$ cat config.mk
export PLATFORM = sky130hd
export DESIGN_NAME = uart_tx_ctrl
export DESIGN_NICKNAME = d
export VERILOG_FILES = /design/src/rtl/uart_tx_ctrl.sv
export SDC_FILE = /design/constraint.sdc
export NUM_CORES = 1
export LEC_CHECK = 0
export CORE_MARGIN = 2
export CORE_UTILIZATION = 40
export CTS_BUF_LIST = sky130_fd_sc_hd__clkbuf_16
export DETAILED_ROUTE_END_ITERATION = 12
export MAX_ROUTING_LAYER = met4
export PLACE_DENSITY_LB_ADDON = 0.2
export SYNTH_ARGS = -nofsm -noshare
export SYNTH_HDL_FRONTEND = slang
export SYNTH_SLANG_ARGS = --single-unit
$ cat constraint.sdc
create_clock -name clk -period 4.7 [get_ports clk]
set_input_delay 0.94 -clock clk [delete_from_list [all_inputs] [get_ports clk]]
set_output_delay 0.94 -clock clk [all_outputs]
set_load 0.01 [all_outputs]
$ cat src/rtl/uart_tx_ctrl.sv
// UART transmit controller: byte FIFO in front of the transmitter, sequencing one frame
// at a time with CTS gating, a START timeout/retry, flush, overflow and empty-interrupt.
module uart_tx_ctrl #(
    parameter int FIFO_DEPTH    = 16,
    parameter int START_TIMEOUT = 1023,
    parameter int LVL_W         = $clog2(FIFO_DEPTH) + 1
) (
    input  logic             clk,
    input  logic             rst_n,
    input  logic             wr_en_i,
    input  logic [7:0]       wr_data_i,
    input  logic             flush_i,
    input  logic             tx_en_i,
    input  logic             ovf_clr_i,
    input  logic             cts_n,
    input  logic             tx_done_i,
    output logic             start_tx_o,
    output logic [31:0]      tx_data_o,
    output logic             fifo_full_o,
    output logic             fifo_empty_o,
    output logic [LVL_W-1:0] fifo_level_o,
    output logic             tx_busy_o,
    output logic             overflow_o,
    output logic             tx_irq_o
);
    localparam int AW = $clog2(FIFO_DEPTH);
    localparam int CW = $clog2(START_TIMEOUT + 1);

    typedef enum logic [1:0] {IDLE, LOAD, START, WAIT_DONE} state_t;

    state_t        state_q, state_d;
    logic [AW:0]   wptr_q, wptr_d, rptr_q, rptr_d;
    logic [CW-1:0] cnt_q, cnt_d, cnt_inc;
    logic [7:0]    data_q, data_d;
    logic          ovf_q, ovf_d;
    logic [7:0]    mem_q [FIFO_DEPTH];

    logic             full, empty, pop, wr_acc, ovf_set;
    logic [LVL_W-1:0] level;

    always_comb begin
        full    = (wptr_q[AW] != rptr_q[AW]) && (wptr_q[AW-1:0] == rptr_q[AW-1:0]);
        empty   = (wptr_q == rptr_q);
        level   = LVL_W'(wptr_q - rptr_q);
        // A flushed frame still finishes on the wire but must not pop an emptied FIFO.
        pop     = (state_q == WAIT_DONE) && tx_done_i && !flush_i && !empty;
        wr_acc  = wr_en_i && !flush_i && (!full || pop);
        ovf_set = wr_en_i && !flush_i && full && !pop;
        ovf_d   = ovf_set || (ovf_q && !ovf_clr_i);
        if (flush_i) begin
            wptr_d = '0;
            rptr_d = '0;
        end else begin
            wptr_d = wptr_q + {{AW{1'b0}}, wr_acc};
            rptr_d = rptr_q + {{AW{1'b0}}, pop};
        end
        cnt_inc = cnt_q + CW'(1);
        cnt_d   = (state_q == START) ? cnt_inc : '0;
        data_d  = (state_q == LOAD) ? mem_q[rptr_q[AW-1:0]] : data_q;
    end

    always_comb begin
        state_d = state_q;
        case (state_q)
            IDLE:      if (tx_en_i && !empty && !cts_n && !flush_i) state_d = LOAD;
            LOAD:      state_d = flush_i ? IDLE : START;
            START: begin
                if (flush_i)                          state_d = IDLE;
                else if (!tx_done_i)                  state_d = WAIT_DONE;
                else if (cnt_inc == CW'(START_TIMEOUT)) state_d = IDLE;
            end
            WAIT_DONE: if (tx_done_i) state_d = IDLE;
            default:   state_d = IDLE;
        endcase
    end

    always_comb begin
        start_tx_o = (state_q == START);
        tx_busy_o  = (state_q != IDLE);
        tx_irq_o   = (state_q == WAIT_DONE) && tx_done_i && !flush_i &&
                     (level == LVL_W'(1)) && !wr_en_i;
    end

    always_ff @(posedge clk or negedge rst_n) begin
        if (!rst_n) begin
            state_q <= IDLE;
            wptr_q  <= '0;
            rptr_q  <= '0;
            cnt_q   <= '0;
            data_q  <= '0;
            ovf_q   <= 1'b0;
        end else begin
            state_q <= state_d;
            wptr_q  <= wptr_d;
            rptr_q  <= rptr_d;
            cnt_q   <= cnt_d;
            data_q  <= data_d;
            ovf_q   <= ovf_d;
        end
    end

    always_ff @(posedge clk) begin
        if (wr_acc) mem_q[wptr_q[AW-1:0]] <= wr_data_i;
    end

    assign tx_data_o    = {24'h0, data_q};
    assign fifo_full_o  = full;
    assign fifo_empty_o = empty;
    assign fifo_level_o = level;
    assign overflow_o   = ovf_q;
endmodule
==> results.py, run 1 <==
metrics = {
    "clock_tree": {
        "cts_buffers": 17,
        "cts-root-buf": "clkbuf_16",
        "clock_sinks": 159,
        "htreeDepth": 4,
        "post_cts_buffers": 0,
        "path_clk_slew_ns": 0.06,
        "cts.path.max_buffers": 2,
        "cts_tree": "done",
        "cts_resized": 0,
        "worstSkewPairLatency_ns": 0.42,
        "holdBufCountCts": 0,
    },
    "critical_path": {
        "cp.arrival_ns": 2.89,
        "rr_worst_depth": 8,
        "cp_top_family": "buffers and inverters",
        "crit_type": "reg2out",
        "worst-path-stages": 8,
        "slowest_delay_ns": 0.58,
        "ff2ff_setup_slack_ns": 1.63,
        "start_kind": "flop",
        "path_max_fanout": 30,
        "path_cells": "buf_4 -> inv_1 -> ha_1 -> a21o_1 -> a21oi_1 -> xnor2_1 -> nor4_1 -> clkdlybuf4s50_1",
        "critPathBufInv": 3,
        "worst_ep_required_time_ns": 3.76,
        "critPathCaptureType": "primary output",
        "worstReg2RegEnd": "mem_q[4][1]",
        "cp-endpoint": "tx_irq_o",
        "crit_start": "rptr_q[2]",
        "r2r_start": "rptr_q[2]",
        "crit_slowest_cell": "clkdlybuf4s50_1",
    },
    "power_and_ir_drop": {
        "p_leak_nw": 2.76,
        "p_per_area_mw_per_mm2": 412,
        "p_total_mw": 3.28,
        "peakVddDrop_mv": 0.262,
    },
    "logic_synthesis": {
        "async_reset_ff_share_pct": 19.5,
        "netlist_top_cells_area": "edfxtp_1 56%, dfrtp_1 11%, mux4_2 4.6%",
        "yosys_warnings": 0,
        "synth.top_cell.area_share_pct": 55.5,
        "syn_area_sq_mm": 0.00692,
        "synthDistinctLibCells": 45,
        "avgSynthCellArea_sq_um": 14.7,
        "synth_seq_cells": 159,
        "yosys.area.top_type": "edfxtp_1",
        "ys_top_cells_by_count": "128 x edfxtp_1, 36 x nand2_1, 31 x dfrtp_1, 30 x nor2_1, 27 x buf_4",
        "yosysMostFrequentCell": "edfxtp_1",
        "synth_edf_count": 128,
        "yosysSeqAreaShare_pct": 66.7,
        "synthFlopType": "edfxtp_1",
        "syn_inst": 472,
    },
    "placement": {
        "gp_congestion": 0.770,
        "hpwlAfterDp_um": 9200,
        "preCtsSetupSlack_ns": 0.941,
        "port_buffers": 34,
    },
    "final_layout": {
        "nets": 538,
        "seq_area_sq_mm": 0.00462,
        "multi_input_area_sq_mm": 0.00202,
        "area_delta_synth_final_pct": 14.9,
        "nFillCells": 1532,
        "drive_gt1_share_pct": 13.4,
        "diodes": 0,
    },
    "die": {
        "rows": 48,
        "fp.dieW_um": 136,
        "core_area_sq_mm": 0.0171,
        "die_area_sq_mm": 0.0184,
        "die_h_um": 136,
        "initial_core_util_pct": 40.4,
        "ios": 59,
    },
    "status": {
        "status": "complete, no violations",
    },
    "drt": {
        "wl_um": 13900,
        "ant_nets": 0,
        "wl_per_cell_um": 18.6,
        "dr.first_iter.drc_count": 261,
        "via_count": 3887,
        "drcViolationCount": 0,
        "drt-vias-per-instance": 5.19,
        "drtPass1Iterations": 5,
    },
    "sta": {
        "setup_viol": 0,
        "max_freq_mhz": 261,
        "fin_skew_ns": 0.0101,
        "hold_viol": 0,
        "slew_violations": 0,
        "relSlewSlack_pct": 43.1,
        "fin_ws_ns": 0.874,
        "worstMarginPinSlew_ns": 0.853,
        "fin_crit_sh_pct": 81.4,
        "rsz0062_at_grt": "false",
        "tns_ns": 0,
        "period_minus_slack_ns": 3.83,
    },
    "grt": {
        "grt_pass1_wl_um": 21900,
        "gr-total-overflow": 0,
        "grt_pass1_vias": 3874,
        "grt_usage_pct": 16.7,
        "grt_max_degree": 66,
        "antenna_found_initial": 0,
    },
    "hold_path": {
        "hp-start": "data_q[1]",
        "hp-class": "reg2reg",
    },
    "run": {
        "max_cap_violations": 0,
    },
}
per-layer routing:
layer  vias to the layer above  share of wire (%)  GRT usage [%]
li1                       1809                  -              -
met1                      1976                 44           21.2
met2                        90                 51           27.1
met3                        12                4.1           3.97
met4                         0               0.87           4.69
met5                         -                  0              -
worst reg2reg max path: cells and delay by family (launching register included):
kind,cells,cell delay (ns)
adders and majority gates,1,0.35
DFF,1,0.32
buffers and inverters,2,0.48
and+or+nand+nor,4,1.16
AOI/OAI and AO/OA,1,0.39
cells in the final DEF (no fill, tap or decap), types with 9 or more instances in the layout:
cell type	n
mux4_2	14
ha_1	10
nand3_1	13
nor3_1	10
conb_1	24
edfxtp_1	128
clkdlybuf4s50_1	34
clkbuf_16	17
mux2_2	16
o22ai_1	9
nor2_1	30
inv_1	16
buf_4	9
a211oi_1	9
nor4_1	9
dfrtp_1	30
nand2_1	36
nor2b_1	20
xor2_1	10
flip-flops by register name, summed over array words and instances, names as in the netlist:
name        flops
wptr_q          5
overflow_o      1
rptr_q          5
cnt_q          10
data_q          8
state_q         2
mem_q         128
where the power goes:
group	internal, mW	total, mW	switching (mW)
combinational	0.158	0.313	0.155
clock	0.779	1.32	0.545
sequential	1.58	1.64	0.0585
cells by family after synthesis:
kind of cell / count (synthesis) / share of synthesized area (%)
buf+inv: 60 / 5.39
compound gates: 53 / 5.69
simple gates: 136 / 9.56
fa+ha+maj: 11 / 2.10
xor+xnor: 18 / 2.28
other cells: 1 / 0.0542
mux: 34 / 8.21
flops: 159 / 66.7
stage by stage:
stage	hold WS [ns]	area, sq um	cells	util [%]
global placement	0.512	7380	717	43.1
finish	0.527	7950	749	46.5
floorplan	0.493	7010	495	-
global route	0.560	7950	749	46.5
detailed placement	0.514	7380	717	43.1
CTS	0.532	7950	749	46.5
how the worst min path moves through the flow:
| stage | to | slack, ns | cells past startpoint |
|---|---|---|---|
| 2_1_floorplan | cnt_q[0] | 0.49 | 1 |
| 3_5_place_dp | data_q[1] | 0.51 | 1 |
| 4_1_cts | data_q[1] | 0.53 | 1 |
| 5_1_grt | data_q[4] | 0.56 | 1 |
| 3_3_place_gp | cnt_q[0] | 0.51 | 1 |
| 6_report | data_q[1] | 0.53 | 1 |
layout make-up:
class                           count  area share [%]
Clock buffer                       17            5.35
Tap cell                          225            3.54
Sequential cell                   159            58.1
Clock inverter                     15            1.86
Multi-Input combinational cell    276            25.4
Inverter                           14           0.661
Timing Repair Buffer               43            5.13
(Power assumes the default switching activity.)
==> inputs of run 2 (changes only) <==
Clock period 4.7 ns to 3.7 ns, I/O delays scaled along.
==> run 2 against run 1 <==
Effect of this change: via count shrank 1.4%; sequential power grew 27%; sequential cell count is the same; cell count grew 1.7%; power grew 27%; setup slack lost 0.53 ns; clock power grew 28%; critical endpoint is now fifo_level_o[4].
==> results.py, run 2 (synthesis gave the netlist of run 1 again) <==
metrics = {
    "final_layout": {
        "stdcell_area_sq_mm": 0.00807,
        "multi_input_area_sq_mm": 0.00202,
        "nFillCells": 1506,
        "diodes": 0,
        "layout_common_cells": "128 x edfxtp_1, 36 x nand2_1, 33 x clkdlybuf4s50_1",
        "area_delta_synth_final_pct": 16.6,
        "mostFrequentLayoutCell": "edfxtp_1",
        "drive_gt1_share_pct": 16.0,
        "seq_area_sq_mm": 0.00462,
        "fin_util_pct": 47.1,
        "largest_reg_flops": 128,
        "nets": 551,
    },
    "grt": {
        "met3_usage_pct": 3.70,
        "use_met1_pct": 21.5,
        "grt_pass1_wl_um": 21500,
        "busiest_layer": "met2",
        "antenna_found_initial": 0,
        "use_met2_pct": 25.8,
        "gr-total-overflow": 0,
        "grt_usage_pct": 16.5,
        "grt_pass1_vias": 3834,
        "grt_max_degree": 66,
    },
    "sta": {
        "hold_viol": 0,
        "relSlewSlack_pct": 43.0,
        "period_minus_slack_ns": 3.35,
        "tns_ns": 0,
        "rsz0062_at_grt": "false",
        "slew_violations": 0,
        "max_freq_mhz": 298,
        "setup_viol": 0,
        "worstMarginPinSlew_ns": 0.855,
        "fin_skew_ns": 0.00673,
        "fin_crit_sh_pct": 90.6,
        "timing.hold.ws_ns": 0.535,
    },
    "drt": {
        "wl_per_cell_um": 17.9,
        "dr.first_iter.drc_count": 290,
        "ant_nets": 0,
        "via_count": 3831,
        "drtPass1Iterations": 4,
        "wl_um": 13600,
        "drcViolationCount": 0,
        "drt-vias-per-instance": 5.03,
    },
    "placement": {
        "gp_congestion": 0.804,
        "placed_area_sq_mm": 0.00748,
        "port_buffers": 34,
        "hpwlAfterDp_um": 8870,
    },
    "critical_path": {
        "worstReg2RegEnd": "mem_q[11][6]",
        "cp.arrival_ns": 2.61,
        "r2r_start": "wptr_q[2]",
        "critPathCaptureType": "primary output",
        "start_kind": "flop",
        "ff2ff_setup_slack_ns": 1.23,
        "path_max_fanout": 4,
        "crit_type": "reg2out",
        "worst_ep_required_time_ns": 2.96,
        "rr_worst_depth": 7,
    },
    "power_and_ir_drop": {
        "comb_power_share_pct": 9.4,
        "peakVddDrop_mv": 0.408,
        "p_per_area_mw_per_mm2": 516,
        "sw_frac_of_total_pct": 25.2,
        "seqPwrFrac_pct": 50.0,
        "power.switching_mw": 1.05,
        "intPower_mw": 3.11,
        "pwr-share-clk_pct": 40.6,
        "p_total_mw": 4.16,
        "p_leak_nw": 2.86,
    },
    "die": {
        "core_area_sq_mm": 0.0171,
        "rows": 48,
        "ios": 59,
        "initial_core_util_pct": 40.4,
        "die_area_sq_mm": 0.0184,
        "fp.dieW_um": 136,
        "die_h_um": 136,
    },
    "clock_tree": {
        "cts-root-buf": "clkbuf_16",
        "cts_tree": "done",
        "cts_buffers": 17,
        "cts.path.max_buffers": 2,
        "clock_sinks": 159,
        "path_clk_slew_ns": 0.07,
        "worstSkewPairLatency_ns": 0.43,
        "htreeDepth": 4,
    },
    "hold_path": {
        "hold_path_end": "cnt_q[0]",
        "hold_depth": 1,
        "hp-start": "cnt_q[0]",
        "hp-class": "reg2reg",
    },
    "run": {
        "max_cap_violations": 0,
    },
    "status": {
        "status": "complete, no violations",
    },
}
==> run 2: critical path, cell delays in order (launching register included) <==
cell             delay (ns)
dfrtp_1                0.41
inv_1                  0.11
ha_1                   0.15
inv_1                  0.05
fa_1                   0.40
a21o_1                 0.18
a21oi_1                0.17
xnor2_1                0.16
clkdlybuf4s50_1        0.57
==> run 2: cell type report <==
cell class                      count  share of cell area, %
Tap cell                          225                   3.49
Clock buffer                       17                   5.27
Timing Repair Buffer               56                   6.30
Multi-Input combinational cell    276                   25.0
Clock inverter                     15                   2.03
Inverter                           14                  0.651
Sequential cell                   159                   57.3
==> run 2: power groups by stage <==
stage	logic [mW]	registers (mW)	clock network (mW)
6_report	0.393	2.08	1.69
5_1_grt	0.432	2.09	1.80
4_1_cts	0.398	2.08	1.74
3_5_place_dp	0.395	2.12	0
3_3_place_gp	0.392	2.12	0
2_1_floorplan	0.224	2.10	0
==> run 2: repair_timing <==
action,in CTS,in global routing
endpoints found under the setup margin,0,1
hold buffers,0,0
buffers inserted,0,0
resized for setup,0,1
==> run 2: worst max-delay path by stage <==
stage                 endpoint  slack (ns)       from  depth (start not counted)
6_report       fifo_level_o[4]        0.35  wptr_q[0]                          8
4_1_cts               tx_irq_o         0.1  wptr_q[0]                          7
2_1_floorplan         tx_irq_o        0.97  wptr_q[0]                          6
3_3_place_gp          tx_irq_o        0.34  tx_done_i                          5
3_5_place_dp          tx_irq_o        0.35  tx_done_i                          5
5_1_grt        fifo_level_o[4]        0.18  wptr_q[0]                          8
==> run 2: through the flow <==
step                      worst slack [ns]  std cells
after floorplan                      0.973        495
after global placement               0.337        730
after detailed placement             0.352        730
after CTS                           0.0959        762
after global routing                 0.179        762
final                                0.346        762
==> run 2: per-layer routing <==
metal	routed length, um	vias to the layer above
li1	-	1845
met1	6380	1903
met2	6710	74
met3	396	9
met4	121	0
met5	0	-
==> inputs of run 3 (changes only) <==
Settings changed: TNS_END_PERCENT set to 100.
==> results of run 3 <==
The final DEF is identical to that of run 2; final timing and power are the same.
